[src/rtl/usart_rx_ctrl.sv]
// Receive-side controller for the 16x-oversampling USART: synchronises receiver flags,
// runs the acknowledge handshake, and buffers bytes in a show-ahead FIFO with error counters.
module usart_rx_ctrl #(
  parameter int DEPTH_LOG2 = 3
) (
  input  logic                  clock,
  input  logic                  reset,
  input  logic                  enable,
  input  logic [7:0]            rx_data,
  input  logic                  rx_available,
  input  logic                  rx_error,
  output logic                  rx_acknowledge,
  input  logic                  rd_en,
  output logic [7:0]            rd_data,
  output logic                  empty,
  output logic                  full,
  output logic [DEPTH_LOG2:0]   count,
  output logic [7:0]            overrun_count,
  output logic [7:0]            frame_error_count,
  input  logic                  clear_counts,
  output logic                  irq
);

  localparam int                   DEPTH       = 1 << DEPTH_LOG2;
  localparam logic [DEPTH_LOG2:0]  DEPTH_COUNT = (DEPTH_LOG2+1)'(DEPTH);
  localparam logic [DEPTH_LOG2:0]  CNT_ONE     = (DEPTH_LOG2+1)'(1'b1);
  localparam logic [DEPTH_LOG2-1:0] PTR_ONE    = DEPTH_LOG2'(1'b1);

  typedef enum logic [1:0] {
    IDLE    = 2'd0,
    CAPTURE = 2'd1,
    ACK     = 2'd2
  } state_t;

  state_t                 state, state_next;
  logic                   avail_meta, avail_s, err_meta, err_s;
  logic                   ack_next, capture;
  logic                   pop, push, frame_inc, overrun_inc;
  logic [DEPTH_LOG2-1:0]  rd_ptr, wr_ptr, rd_ptr_next, wr_ptr_next;
  logic [DEPTH_LOG2:0]    count_next;
  logic [7:0]             head_next, overrun_next, frame_next;
  logic [7:0]             mem [DEPTH];

  // Handshake sequencer: next state and acknowledge level
  always_comb begin
    state_next = state;
    ack_next   = 1'b0;
    capture    = 1'b0;
    case (state)
      IDLE: begin
        if (enable && (avail_s || err_s)) begin
          state_next = CAPTURE;
        end else begin
          state_next = IDLE;
        end
      end
      CAPTURE: begin
        capture    = 1'b1;
        ack_next   = 1'b1;
        state_next = ACK;
      end
      ACK: begin
        if (!avail_s && !err_s) begin
          ack_next   = 1'b0;
          state_next = IDLE;
        end else begin
          ack_next   = 1'b1;
          state_next = ACK;
        end
      end
      default: begin
        state_next = IDLE;
      end
    endcase
  end

  // FIFO and counter next-state; a pop in the capture cycle frees the slot for the push
  always_comb begin
    pop         = rd_en && !empty;
    push        = capture && !err_s && (!full || pop);
    frame_inc   = capture && err_s;
    overrun_inc = capture && !err_s && full && !pop;
    rd_ptr_next = pop  ? rd_ptr + PTR_ONE : rd_ptr;
    wr_ptr_next = push ? wr_ptr + PTR_ONE : wr_ptr;
    case ({push, pop})
      2'b10:   count_next = count + CNT_ONE;
      2'b01:   count_next = count - CNT_ONE;
      default: count_next = count;
    endcase
    if (count_next == {(DEPTH_LOG2+1){1'b0}}) begin
      head_next = 8'h00;
    end else if (push && (wr_ptr == rd_ptr_next)) begin
      head_next = rx_data;
    end else begin
      head_next = mem[rd_ptr_next];
    end
    if (clear_counts) begin
      overrun_next = 8'h00;
      frame_next   = 8'h00;
    end else begin
      overrun_next = (overrun_inc && overrun_count != 8'hFF) ? overrun_count + 8'h01 : overrun_count;
      frame_next   = (frame_inc && frame_error_count != 8'hFF) ? frame_error_count + 8'h01 : frame_error_count;
    end
  end

  // Control, synchroniser and status registers
  always_ff @(posedge clock or posedge reset) begin
    if (reset) begin
      state             <= IDLE;
      avail_meta        <= 1'b0;
      avail_s           <= 1'b0;
      err_meta          <= 1'b0;
      err_s             <= 1'b0;
      rx_acknowledge    <= 1'b0;
      rd_ptr            <= {DEPTH_LOG2{1'b0}};
      wr_ptr            <= {DEPTH_LOG2{1'b0}};
      count             <= {(DEPTH_LOG2+1){1'b0}};
      empty             <= 1'b1;
      full              <= 1'b0;
      rd_data           <= 8'h00;
      irq               <= 1'b0;
      overrun_count     <= 8'h00;
      frame_error_count <= 8'h00;
    end else begin
      state             <= state_next;
      avail_meta        <= rx_available;
      avail_s           <= avail_meta;
      err_meta          <= rx_error;
      err_s             <= err_meta;
      rx_acknowledge    <= ack_next;
      rd_ptr            <= rd_ptr_next;
      wr_ptr            <= wr_ptr_next;
      count             <= count_next;
      empty             <= (count_next == {(DEPTH_LOG2+1){1'b0}});
      full              <= (count_next == DEPTH_COUNT);
      rd_data           <= head_next;
      irq               <= (count_next != {(DEPTH_LOG2+1){1'b0}});
      overrun_count     <= overrun_next;
      frame_error_count <= frame_next;
    end
  end

  // Storage array; contents are only observed through the pointer-guarded head register
  always_ff @(posedge clock) begin
    if (push) begin
      mem[wr_ptr] <= rx_data;
    end
  end

endmodule

[config.mk]
export PLATFORM = sky130hd
export DESIGN_NAME = usart_rx_ctrl
export DESIGN_NICKNAME = d
export VERILOG_FILES = /design/src/rtl/usart_rx_ctrl.sv
export SDC_FILE = /design/constraint.sdc
export NUM_CORES = 1
export LEC_CHECK = 0
export CORE_MARGIN = 4
export CORE_UTILIZATION = 47
export CTS_BUF_LIST = sky130_fd_sc_hd__clkbuf_4 sky130_fd_sc_hd__clkbuf_8
export CTS_CLUSTER_DIAMETER = 40
export DETAILED_ROUTE_END_ITERATION = 7
export PLACE_DENSITY = 0.7
export REMOVE_ABC_BUFFERS = 1
export SLEW_MARGIN = 20
export SYNTH_ARGS = -nofsm -noshare
export SYNTH_HDL_FRONTEND = slang
export SYNTH_SLANG_ARGS = --single-unit
[constraint.sdc]
create_clock -name clock -period 3.2 [get_ports clock]
set_clock_uncertainty 0.2 [all_clocks]
set_input_delay 0.96 -clock clock [delete_from_list [all_inputs] [get_ports clock]]
set_output_delay 0.96 -clock clock [all_outputs]
set_load 0.02 [all_outputs]
==> impl_table.tex <==
\begin{tabular}{lr}
\hline
Metric & Value \\
\hline
\multicolumn{2}{l}{\textbf{Layout}} \\
\quad Layout Area Growth over Synthesis & 22.3\% \\
\quad Filler cell count in the final layout & 857 \\
\quad Number of nets at the end of the flow & 545 \\
\quad Number of cells in the finished layout apart from fillers & 664 \\
\quad Antenna diodes & 0 \\
\quad Final non-filler cell area & 6330 sq um \\
\quad Layout cells sized above 1 & 17.7\% \\
\quad Final standard cell utilization of the core & 58.6\% \\
\multicolumn{2}{l}{\textbf{Clock tree}} \\
\quad Clk Latency, worst-skew pair & 370 ps \\
\quad Number of clock sinks & 108 \\
\quad CTS tree & done \\
\quad CTS max path bufs & 2 \\
\quad Clock-pin slew reported for the worst setup and hold paths after clock tree synthesis & 100 ps \\
\quad Hold buffer count at CTS & 0 \\
\quad Clock root buffer & sky130\_fd\_sc\_hd\_\_clkbuf\_8 \\
\quad Clock H-tree levels & 3 \\
\quad Number of buffers added by the clock tree synthesis step & 9 \\
\multicolumn{2}{l}{\textbf{Global routing}} \\
\quad Total global-route track usage & 20.4\% \\
\quad First-pass GRT wire length & 20500 microns \\
\quad Total global routing overflow & 0 \\
\quad Antenna violations before repair & 0 \\
\quad Vias in the first global route & 3967 \\
\quad Pin count of the biggest net entering global routing & 42 \\
\multicolumn{2}{l}{\textbf{Pwr}} \\
\quad Total Power Consumption & 5.79 mW \\
\quad Leakage & 2.40 nW \\
\quad Peak ir drop on the vdd network & 0.000510 V \\
\quad Power density cells & 914 nW/um\^{}2 \\
\multicolumn{2}{l}{\textbf{Detailed routing}} \\
\quad Violation count after the first detailed-route iteration & 211 \\
\quad Final WL & 12300 microns \\
\quad First-pass detailed-route iteration total & 5 \\
\quad Total number of vias & 3847 \\
\quad Remaining antenna violation count after routing & 0 \\
\quad Detailed-route DRC error count & 0 \\
\quad Final routed wire length divided by cell count & 18.6 microns \\
\quad Via-to-Cell Ratio & 5.79 \\
\multicolumn{2}{l}{\textbf{Worst setup path}} \\
\quad Origin of the worst setup path & rd\_en \\
\quad Setup crit end kind & flip-flop \\
\quad Crit Path Class & input pin to flip-flop \\
\quad Data required time of the worst path & 3290 ps \\
\quad Critical register-to-register path startpoint & state[1] \\
\quad Startpoint kind of the worst setup timing path & input pin \\
\quad Critical Path Fanout Max & 10 \\
\quad Arrival time of the worst setup path & 3200 ps \\
\multicolumn{2}{l}{\textbf{Timing}} \\
\quad Worst hold margin & 158 ps \\
\quad Setup slack of the critical path after layout & 93.3 ps \\
\quad Transition time at the pin with the least slew margin & 758 ps \\
\quad Max Transition Viols Final & 0 \\
\quad Final setup violation count & 0 \\
\quad Number of hold-slack violations in the final timing report & 0 \\
\quad Fmax & 0.322 GHz \\
\quad Minimum period implied by the final worst setup slack & 3110 ps \\
\quad Tightest slew margin relative to the limit & 49.5\% \\
\quad Total negative slack & 0 ps \\
\quad Fraction of the cycle the final worst path needs & 97.1\% \\
\multicolumn{2}{l}{\textbf{Synthesis}} \\
\quad Prevailing post-synth register cell & sky130\_fd\_sc\_hd\_\_edfxtp\_1 \\
\quad Cell count after synthesis & 443 \\
\quad EDFF count, synth & 64 \\
\quad Flop and latch count out of synthesis & 108 \\
\quad Synth Area per Inst & 11.7 sq um \\
\quad Synthesis warning total & 0 \\
\quad Synth unique cells & 49 \\
\quad Async SR Flop Fraction & 40.7\% \\
\quad Cell Area, Synth & 5170 sq um \\
\quad Seq/Total Area, Yosys & 58.4\% \\
\multicolumn{2}{l}{\textbf{Floorplan}} \\
\quad Row cnt & 38 \\
\quad Top-level port count & 47 \\
\quad DIE AREA & 12800 sq um \\
\quad Die Ht & 113 microns \\
\quad Starting density of the core & 47.9\% \\
\quad DIE WIDTH & 113 microns \\
\quad Core footprint & 10800 sq um \\
\multicolumn{2}{l}{\textbf{Job}} \\
\quad Total of max-cap violations & 0 \\
\multicolumn{2}{l}{\textbf{Placement}} \\
\quad Post-detailed-placement half-perimeter wirelength & 8160 microns \\
\quad Global placement routability congestion & 0.822 \\
\quad Worst Setup Slack post-DPL & -616 ps \\
\quad Port-buffer cells & 46 \\
\quad Post-Place Cells & 641 \\
\quad Instance area at placement & 6010 sq um \\
\multicolumn{2}{l}{\textbf{Worst hold path}} \\
\quad Min-Delay Path Class & flip-flop to flip-flop \\
\quad Min-delay src & avail\_meta \\
\multicolumn{2}{l}{\textbf{Status}} \\
\quad Run status & completed \\
\hline
\end{tabular}
==> sequential cells by signal, summed over array words and instances (netlist names), 2 cells and up <==
name	cells
wr_ptr	3
overrun_count	8
state	2
frame_error_count	8
rd_data	8
count	4
rd_ptr	3
mem	64
==> synthesized netlist by cell type (8+ instances only) <==
master	instances	area [sq um]
sky130_fd_sc_hd__clkbuf_1	16	60.1
sky130_fd_sc_hd__a21oi_1	13	65.1
sky130_fd_sc_hd__nand4_1	15	93.8
sky130_fd_sc_hd__nand2b_1	13	81.3
sky130_fd_sc_hd__o21ai_0	24	120
sky130_fd_sc_hd__inv_1	17	63.8
sky130_fd_sc_hd__dfrtp_1	43	1080
sky130_fd_sc_hd__a211oi_1	23	173
sky130_fd_sc_hd__nor2_1	29	109
sky130_fd_sc_hd__o211ai_1	9	67.6
sky130_fd_sc_hd__a211oi_2	8	100
sky130_fd_sc_hd__a221oi_1	9	78.8
sky130_fd_sc_hd__ha_1	11	138
sky130_fd_sc_hd__o21ai_1	9	45.0
sky130_fd_sc_hd__nand2_1	36	135
sky130_fd_sc_hd__nand3_1	14	70.1
sky130_fd_sc_hd__xor2_1	14	123
sky130_fd_sc_hd__edfxtp_1	64	1920
==> cells by family (layout without fill, tap and decap cells) <==
kind of cell	Yosys count	in the layout	synth area share [%]
flops	108	108	58.4
buf+inv	49	130	4.33
fa+ha+maj	11	11	2.66
compound gates	116	116	16.2
simple gates	131	131	12.7
xor+xnor	24	24	4.86
mux	4	4	0.822
==> per-layer routing <==
metal	GRT usage, %	routed length [microns]
met1	28.0	5380
met5	0	0
met2	32.5	6080
met4	7.85	261
met3	3.53	619
==> worst max-delay path, stage by stage <==
cell	delay [ps]
sky130_fd_sc_hd__clkdlybuf4s15_1	240
sky130_fd_sc_hd__nand2b_4	100
sky130_fd_sc_hd__a21oi_2	190
sky130_fd_sc_hd__inv_1	80
sky130_fd_sc_hd__ha_1	230
sky130_fd_sc_hd__xor2_1	180
sky130_fd_sc_hd__ha_1	210
sky130_fd_sc_hd__a21oi_2	110
sky130_fd_sc_hd__xor2_1	170
sky130_fd_sc_hd__nor2_1	70
sky130_fd_sc_hd__xnor2_1	140
sky130_fd_sc_hd__and3_1	220
sky130_fd_sc_hd__buf_12	150
sky130_fd_sc_hd__a211oi_2	150
==> layout make-up <==
class	count	area, sq um	share of cell area, %
clock inverter	4	73.8	1.17
sequential	108	3020	47.8
tap	140	175	2.77
timing repair buffer	94	871	13.8
clock buffer	12	146	2.31
multi-input combinational	286	1960	31.0
inverter	20	80.1	1.27
==> where the power goes <==
group | internal [mW] | leakage (nW) | switching (mW)
combinational | 1.33 | 1.16 | 1.69
clock | 0.468 | 0.115 | 0.452
sequential | 1.68 | 1.13 | 0.168
total | 3.47 | 2.40 | 2.31
==> layout by cell type, fill, tap and decap left out, types with 15 or more instances in the layout <==
cell	count
sky130_fd_sc_hd__buf_4	44
sky130_fd_sc_hd__edfxtp_1	64
sky130_fd_sc_hd__nand2_1	36
sky130_fd_sc_hd__dfrtp_1	43
sky130_fd_sc_hd__nor2_1	29
sky130_fd_sc_hd__clkdlybuf4s50_1	45
sky130_fd_sc_hd__o21ai_0	24
sky130_fd_sc_hd__inv_1	16
sky130_fd_sc_hd__nand4_1	15
sky130_fd_sc_hd__a211oi_1	23
==> path summary, 6_finish.rpt <==
kind | endpoint | slack, ps | depth (start not counted)
worst max register to register | rd_data[6] | 150 | 15
worst min-delay path | avail_s | 160 | 0
min in group asynchronous | err_s | 690 | 2
worst min register to register | avail_s | 160 | 0
worst max-delay path | rd_data[6] | 90 | 14
max in group asynchronous | empty | 1490 | 3
==> repair_timing <==
item                                    in CTS  in global routing
buffers inserted                             7                  0
endpoints found under the setup margin      11                 10
gates resized for setup                      4                  7
pin swaps                                    2                  1
Power figures use the tool's default switching activity.
